File: src/rtl/countdown_timer_pkg.sv
// Shared constants for the countdown timer: state encoding, default width,
// and the prescaler width helper.
`timescale 1ns/1ps
package countdown_timer_pkg;

    localparam int unsigned DEFAULT_WIDTH = 32;
    localparam int unsigned STATE_W       = 2;

    localparam logic [STATE_W-1:0] ST_IDLE = 2'd0;
    localparam logic [STATE_W-1:0] ST_RUN  = 2'd1;
    localparam logic [STATE_W-1:0] ST_DONE = 2'd2;

    // Bits needed to hold 0..prescale-1, never less than one bit.
    function automatic int unsigned presc_width(input int unsigned prescale);
        return (prescale > 1) ? $clog2(prescale) : 1;
    endfunction

endpackage

File: src/rtl/countdown_timer_tick_prescaler.sv
// Divides enabled clock cycles down to a one-cycle tick every PRESCALE cycles.
// tick is a combinational decode of the counter so the timer can act on it
// in the same cycle the prescaler reaches its last value.
`timescale 1ns/1ps
module tick_prescaler
    import countdown_timer_pkg::*;
#(
    parameter int unsigned PRESCALE = 1
) (
    input  logic clk,
    input  logic reset,
    input  logic clear,
    input  logic enable,
    output logic tick
);

    localparam int unsigned   PW   = presc_width(PRESCALE);
    localparam logic [PW-1:0] LAST = PW'(PRESCALE - 1);

    logic [PW-1:0] cnt_q;
    logic [PW-1:0] cnt_d;

    // Next prescaler value: restart on clear, wrap at LAST while enabled.
    always_comb begin
        cnt_d = cnt_q;
        if (clear) begin
            cnt_d = '0;
        end else if (enable) begin
            cnt_d = (cnt_q == LAST) ? '0 : cnt_q + PW'(1);
        end
    end

    // Prescaler register.
    always_ff @(posedge clk or negedge reset) begin
        if (!reset) begin
            cnt_q <= '0;
        end else begin
            cnt_q <= cnt_d;
        end
    end

    assign tick = enable && (cnt_q == LAST);

endmodule

File: src/rtl/countdown_timer.sv
// Loadable down-counter with prescaler, start/stop control, optional
// auto-reload and a registered one-cycle expiry pulse.
`timescale 1ns/1ps
module countdown_timer
    import countdown_timer_pkg::*;
#(
    parameter int unsigned WIDTH    = DEFAULT_WIDTH,
    parameter int unsigned PRESCALE = 1
) (
    input  logic             clk,
    input  logic             reset,
    input  logic             load,
    input  logic [WIDTH-1:0] load_value,
    input  logic             start,
    input  logic             stop,
    input  logic             auto_reload,
    output logic [WIDTH-1:0] count,
    output logic             busy,
    output logic             expired
);

    logic [STATE_W-1:0] state_q;
    logic [STATE_W-1:0] state_d;
    logic [WIDTH-1:0]   count_q;
    logic [WIDTH-1:0]   count_d;
    logic [WIDTH-1:0]   reload_q;
    logic [WIDTH-1:0]   reload_d;
    logic               busy_q;
    logic               busy_d;
    logic               expired_q;
    logic               expired_d;
    logic               clear_c;
    logic               tick_c;

    // Prescaler restarts whenever the interval is (re)started or paused.
    assign clear_c = load | stop | (start & (state_q != ST_RUN));

    tick_prescaler #(
        .PRESCALE (PRESCALE)
    ) u_prescaler (
        .clk    (clk),
        .reset  (reset),
        .clear  (clear_c),
        .enable (state_q == ST_RUN),
        .tick   (tick_c)
    );

    // Next-state logic; stop outranks load, load outranks start and ticks.
    always_comb begin
        state_d   = state_q;
        count_d   = count_q;
        reload_d  = reload_q;
        expired_d = 1'b0;

        if (load) begin
            count_d  = load_value;
            reload_d = load_value;
        end

        if (stop) begin
            state_d = ST_IDLE;
        end else if (load) begin
            if (start && (load_value != '0)) begin
                state_d = ST_RUN;
            end else if ((load_value == '0) && (state_q == ST_RUN)) begin
                // Loading zero while running cancels without an expiry.
                state_d = ST_IDLE;
            end
        end else begin
            case (state_q)
                ST_IDLE: begin
                    if (start && (count_q != '0)) begin
                        state_d = ST_RUN;
                    end
                end
                ST_RUN: begin
                    if (tick_c) begin
                        if (count_q > WIDTH'(1)) begin
                            count_d = count_q - WIDTH'(1);
                        end else if (count_q == WIDTH'(1)) begin
                            expired_d = 1'b1;
                            if (auto_reload && (reload_q != '0)) begin
                                count_d = reload_q;
                            end else begin
                                count_d = '0;
                                state_d = ST_DONE;
                            end
                        end else begin
                            state_d = ST_DONE;
                        end
                    end
                end
                ST_DONE: begin
                    if (start && (reload_q != '0)) begin
                        count_d = reload_q;
                        state_d = ST_RUN;
                    end
                end
                default: begin
                    state_d = ST_IDLE;
                end
            endcase
        end

        busy_d = (state_d == ST_RUN);
    end

    // State and output registers.
    always_ff @(posedge clk or negedge reset) begin
        if (!reset) begin
            state_q   <= ST_IDLE;
            count_q   <= '0;
            reload_q  <= '0;
            busy_q    <= 1'b0;
            expired_q <= 1'b0;
        end else begin
            state_q   <= state_d;
            count_q   <= count_d;
            reload_q  <= reload_d;
            busy_q    <= busy_d;
            expired_q <= expired_d;
        end
    end

    assign count   = count_q;
    assign busy    = busy_q;
    assign expired = expired_q;

endmodule

File: config.mk
export PLATFORM = sky130hd
export DESIGN_NAME = countdown_timer
export DESIGN_NICKNAME = d
export VERILOG_FILES = /design/src/rtl/countdown_timer_pkg.sv /design/src/rtl/countdown_timer_tick_prescaler.sv /design/src/rtl/countdown_timer.sv
export SDC_FILE = /design/constraint.sdc
export NUM_CORES = 1
export LEC_CHECK = 0
export ABC_AREA = 1
export CORE_UTILIZATION = 61
export CTS_CLUSTER_DIAMETER = 80
export CTS_CLUSTER_SIZE = 8
export DETAILED_ROUTE_END_ITERATION = 8
export PLACE_DENSITY = 0.84
export SETUP_SLACK_MARGIN = 0.1
export SLEW_MARGIN = 20
export SYNTH_ARGS = -nofsm -noshare
export SYNTH_HDL_FRONTEND = slang
export SYNTH_SLANG_ARGS = --single-unit
File: constraint.sdc
create_clock -name clk -period 3.7 [get_ports clk]
set_clock_uncertainty 0.1 [all_clocks]
set_input_delay 0.74 -clock clk [delete_from_list [all_inputs] [get_ports clk]]
set_output_delay 0.74 -clock clk [all_outputs]
set_load 0.005 [all_outputs]
==> metrics.txt <==
# TYPE chip_impl_metric gauge
chip_impl_metric{name="routed_wl",unit="mm"} 17.41
chip_impl_metric{name="static-leakage-power",unit="nW"} 2.906
chip_impl_metric{name="vias_per_cell",unit=""} 6.171
chip_impl_metric{name="worst_slew_pin_slew",unit="ps"} 719.0
chip_impl_info{name="yosys_most_used_dff",value="sky130_fd_sc_hd__dfrtp_1"} 1
chip_impl_metric{name="synth_async_sr_flop_share",unit=""} 1.000
chip_impl_metric{name="required",unit="ps"} 3850
chip_impl_metric{name="final_max_slew_viol_count",unit=""} 0
chip_impl_metric{name="adder_and_majority_cell_fraction_of_the_synthesized_area",unit=""} 0.01406
chip_impl_metric{name="remaining_drc_errors",unit=""} 0
chip_impl_info{name="clock_tree.root_cell",value="sky130_fd_sc_hd__clkbuf_8"} 1
chip_impl_metric{name="grt_first_pass_wirelength",unit="mm"} 27.85
chip_impl_metric{name="routedWlPerCell",unit="microns"} 17.36
chip_impl_info{name="cp_cell_sequence",value="inv_1 -> ha_1 -> nand2_2 -> nor2_4 -> nand2_4 -> inv_2 -> nand2_4 -> nand2_2 -> nand2_1 -> nand2_1 -> nand3_1 -> nand2_1 -> nand2_1 -> nand2_1 -> nor2_1"} 1
chip_impl_metric{name="grt_overflow",unit=""} 0
chip_impl_info{name="cp-end-kind",value="register"} 1
chip_impl_info{name="synth_area_leaders",value="sky130_fd_sc_hd__dfrtp_1 32%, sky130_fd_sc_hd__o21ai_0 12%, sky130_fd_sc_hd__nand2_1 12%, sky130_fd_sc_hd__nor2_1 10%, sky130_fd_sc_hd__inv_1 5.7%"} 1
chip_impl_metric{name="globalRouteTotalUtil",unit=""} 0.3998
chip_impl_metric{name="crit_fanout",unit=""} 35
chip_impl_metric{name="syn_to_final_growth",unit="%"} 17.27
chip_impl_metric{name="clockBufferDepth",unit=""} 2
chip_impl_metric{name="xor_xnor_share_of_the_synthesized_area",unit=""} 0.02624
chip_impl_metric{name="slew-limit-headroom",unit=""} 0.5207
chip_impl_metric{name="fmax",unit="MHz"} 389.4
chip_impl_metric{name="timing.final.crit_share",unit=""} 0.6941
chip_impl_metric{name="syn_nets",unit=""} 882
chip_impl_metric{name="detail_route.first_pass.iterations",unit=""} 6
chip_impl_info{name="status",value="finished clean"} 1
chip_impl_metric{name="synth_compound_area_frac",unit=""} 0.2174
chip_impl_metric{name="fp.dieH",unit="microns"} 95.57
chip_impl_metric{name="yosysSeqAreaShare",unit=""} 0.3187
chip_impl_metric{name="post_cts.resized_instances",unit=""} 0
chip_impl_metric{name="vias_in_the_first_global_route",unit=""} 5898
chip_impl_metric{name="irDropWorstVdd",unit="mV"} 0.2223
chip_impl_metric{name="routed_antenna_nets",unit=""} 0
chip_impl_metric{name="grt_max_degree",unit=""} 47
chip_impl_metric{name="arrival",unit="ps"} 2710
chip_impl_metric{name="postSynthCellCount",unit=""} 838
chip_impl_metric{name="synth-edff-count",unit=""} 0
chip_impl_metric{name="antenna_found_initial",unit=""} 0
chip_impl_metric{name="die_width",unit="microns"} 95.57
chip_impl_info{name="clock_tree_from_tritoncts",value="yes"} 1
chip_impl_metric{name="hold_violations",unit=""} 0
chip_impl_metric{name="synth_warnings",unit=""} 0
chip_impl_info{name="ys_top_cells_by_count",value="167 x sky130_fd_sc_hd__nand2_1, 142 x sky130_fd_sc_hd__nor2_1, 126 x sky130_fd_sc_hd__o21ai_0, 81 x sky130_fd_sc_hd__inv_1, 68 x sky130_fd_sc_hd__dfrtp_1"} 1
chip_impl_metric{name="yosysTopAreaCellShare",unit=""} 0.3187
chip_impl_info{name="timing.critical_path.slowest_stage_cell",value="sky130_fd_sc_hd__dfrtp_1"} 1
chip_impl_metric{name="worst_skew_pair.late_latency",unit="ps"} 360
chip_impl_metric{name="gpl.final_weighted_congestion",unit=""} 0.9320
chip_impl_metric{name="final-setup-viol-count",unit=""} 0
chip_impl_info{name="rr_startpoint",value="count[0]$_DFF_PN0_"} 1
chip_impl_metric{name="std_cell_rows",unit=""} 33
chip_impl_info{name="worst_min_delay_path_category",value="input port to async pin"} 1
chip_impl_metric{name="yosys.cell_types.count",unit=""} 29
chip_impl_metric{name="placement.io_buffers",unit=""} 71
chip_impl_metric{name="hold_slack",unit="ps"} 266.0
chip_impl_metric{name="finish.cell_count_without_fillers",unit=""} 1003
chip_impl_metric{name="cellPowerDensity",unit="mW/mm^2"} 349.5
chip_impl_info{name="critPathKind",value="register to register"} 1
chip_impl_metric{name="synthSimpleGateAreaFrac",unit=""} 0.3271
chip_impl_info{name="unrepaired_setup_endpoints_after_global_routing",value="false"} 1
chip_impl_metric{name="clock_pin_slew_of_the_registers_on_the_worst_case_setup_and_hold_paths",unit="ps"} 70
chip_impl_info{name="cpMostUsedCell",value="sky130_fd_sc_hd__nand2_1"} 1
chip_impl_metric{name="synth_seq_cells",unit=""} 68
chip_impl_info{name="synth_top_family_by_area",value="simple AND/OR/NAND/NOR gates"} 1
chip_impl_metric{name="core_area",unit="sq mm"} 0.008341
chip_impl_metric{name="yosys-mux-area-fraction",unit=""} 0
chip_impl_info{name="cp_top_family",value="simple AND/OR/NAND/NOR gates"} 1
chip_impl_metric{name="die_area",unit="sq mm"} 0.009133
chip_impl_metric{name="number_of_post_cts_setup_repair_buffers",unit=""} 0
chip_impl_metric{name="cts_sinks",unit=""} 68
chip_impl_metric{name="tritoncts.num_buffers",unit=""} 9
chip_impl_metric{name="floorplan.initialDensity",unit=""} 0.6403
chip_impl_metric{name="layout-drive-gt1-share",unit=""} 0.07238
chip_impl_metric{name="dr.first_iter.drc_count",unit=""} 739
chip_impl_metric{name="final.min_clock_period",unit="ps"} 2568
chip_impl_metric{name="count_of_vias_placed_by_the_detailed_router",unit=""} 6190
chip_impl_metric{name="num_antenna_cells",unit=""} 0
chip_impl_metric{name="setup_total_negative_slack",unit="ps"} 0
chip_impl_metric{name="timing.max_cap.violations",unit=""} 0
chip_impl_info{name="synth.most_common_cell",value="sky130_fd_sc_hd__nand2_1"} 1
chip_impl_metric{name="timing.critical_path.buf_inv",unit=""} 2
chip_impl_metric{name="syn_avg_cell_area",unit="sq um"} 6.372
chip_impl_metric{name="io-pin-count",unit=""} 72
chip_impl_metric{name="fillers",unit=""} 691
chip_impl_metric{name="syn_area",unit="sq mm"} 0.005340
chip_impl_metric{name="ctsHtreeMaxLevel",unit=""} 3
chip_impl_info{name="yosysTopAreaCell",value="sky130_fd_sc_hd__dfrtp_1"} 1
chip_impl_metric{name="layout.nets",unit=""} 938
chip_impl_info{name="worst_setup_path_start_kind",value="register"} 1
chip_impl_metric{name="dp_hpwl",unit="mm"} 12.11
chip_impl_info{name="critPathLaunch",value="count[0]$_DFF_PN0_"} 1
chip_impl_metric{name="cts.hold.buffers_added",unit=""} 0
chip_impl_metric{name="place.detailed.instances",unit=""} 988
chip_impl_metric{name="critical_path.max_stage_delay",unit="ps"} 420
==> cells by family (layout without fill, tap and decap cells) <==
kind of cell / Yosys count / count (layout)
buffers and inverters: 128 / 188
flip-flops: 68 / 68
adder cells (fa/ha/maj): 6 / 6
XOR/XNOR: 16 / 16
AO/OA/AOI/OAI: 225 / 225
AND/OR/NAND/NOR: 395 / 395
==> layout by cell type (no fill, tap or decap), types with 2 or more instances in the layout <==
master,netlist,routed
sky130_fd_sc_hd__a21oi_1,50,50
sky130_fd_sc_hd__nor2_1,142,142
sky130_fd_sc_hd__o211ai_1,9,9
sky130_fd_sc_hd__clkinv_1,2,2
sky130_fd_sc_hd__nor4_1,2,2
sky130_fd_sc_hd__clkbuf_8,0,11
sky130_fd_sc_hd__nand3_1,43,43
sky130_fd_sc_hd__xor2_1,16,16
sky130_fd_sc_hd__nor2_2,8,8
sky130_fd_sc_hd__ha_1,6,6
sky130_fd_sc_hd__nor2_8,2,2
sky130_fd_sc_hd__nand2_2,7,7
sky130_fd_sc_hd__clkdlybuf4s50_1,0,69
sky130_fd_sc_hd__nor2_4,7,7
sky130_fd_sc_hd__clkbuf_1,19,2
sky130_fd_sc_hd__nand2_1,167,167
sky130_fd_sc_hd__nor3_1,4,4
sky130_fd_sc_hd__buf_2,16,2
sky130_fd_sc_hd__o21ai_0,126,126
sky130_fd_sc_hd__nand4_1,5,5
sky130_fd_sc_hd__clkinv_2,0,2
sky130_fd_sc_hd__o21ai_1,30,30
sky130_fd_sc_hd__buf_4,0,10
sky130_fd_sc_hd__a31oi_1,10,10
sky130_fd_sc_hd__dfrtp_1,68,68
sky130_fd_sc_hd__inv_1,81,81
sky130_fd_sc_hd__nand2_4,4,4
sky130_fd_sc_hd__inv_2,8,8
==> power breakdown <==
part / internal (mW) / switching, mW
Sequential: 0.830 / 0.108
Combinational: 0.286 / 0.398
Clock: 0.275 / 0.292
Total: 1.39 / 0.798
==> final timing paths <==
check	end	slack [ps]	cells past startpoint
min reg2reg	reload_q[7]$_DFFE_PN0P_	430	2
max	busy$_DFF_PN0_	1130	15
min	count[14]$_DFF_PN0_	270	1
min in group clk	reload_q[7]$_DFFE_PN0P_	430	2
max in group asynchronous	reload_q[6]$_DFFE_PN0P_	2190	2
max reg2reg	busy$_DFF_PN0_	1130	15
==> area by class of cell <==
cell class / count / area (sq um) / share of cell area
multi-input combinational: 642 / 3123 / 0.4987
sequential: 68 / 1702 / 0.2717
timing repair buffer: 82 / 795.8 / 0.1271
inverter: 91 / 341.6 / 0.05455
clock buffer: 13 / 158.9 / 0.02537
tap: 105 / 131.4 / 0.02098
clock inverter: 2 / 10.01 / 0.001598
==> per-layer routing <==
metal  share of wire  global-route usage
met1            0.40              0.5241
met2            0.45              0.6363
met3            0.11             0.06380
met4           0.040              0.2015
met5               0                   0
==> state kept, by name (all words and copies together), names as in the netlist <==
| register | count |
|---|---|
| count | 32 |
| reload_q | 32 |
| state_q | 2 |
| busy | 1 |
| expired | 1 |
==> worst register-to-register path: stages (launching register included) <==
cell and delay, ps:
sky130_fd_sc_hd__dfrtp_1 420, sky130_fd_sc_hd__inv_1 110, sky130_fd_sc_hd__ha_1 200, sky130_fd_sc_hd__nand2_2 110, sky130_fd_sc_hd__nor2_4 250, sky130_fd_sc_hd__nand2_4 110
sky130_fd_sc_hd__inv_2 80, sky130_fd_sc_hd__nand2_4 250, sky130_fd_sc_hd__nand2_2 380, sky130_fd_sc_hd__nand2_1 90, sky130_fd_sc_hd__nand2_1 70, sky130_fd_sc_hd__nand3_1 60
sky130_fd_sc_hd__nand2_1 60, sky130_fd_sc_hd__nand2_1 40, sky130_fd_sc_hd__nand2_1 80, sky130_fd_sc_hd__nor2_1 50
==> per-stage QoR <==
step | utilization | area (sq um) | setup WS (ps) | total power, mW
2_1_floorplan | - | 5340 | 1810 | 1.317
3_3_place_gp | 0.7306 | 6093 | 1155 | 1.591
3_5_place_dp | 0.7306 | 6093 | 1058 | 1.616
4_1_cts | 0.7508 | 6262 | 1183 | 2.174
5_1_grt | 0.7508 | 6262 | 1020 | 2.309
6_report | 0.7508 | 6262 | 1132 | 2.189
Note: power is estimated with default switching activity, not from simulation.
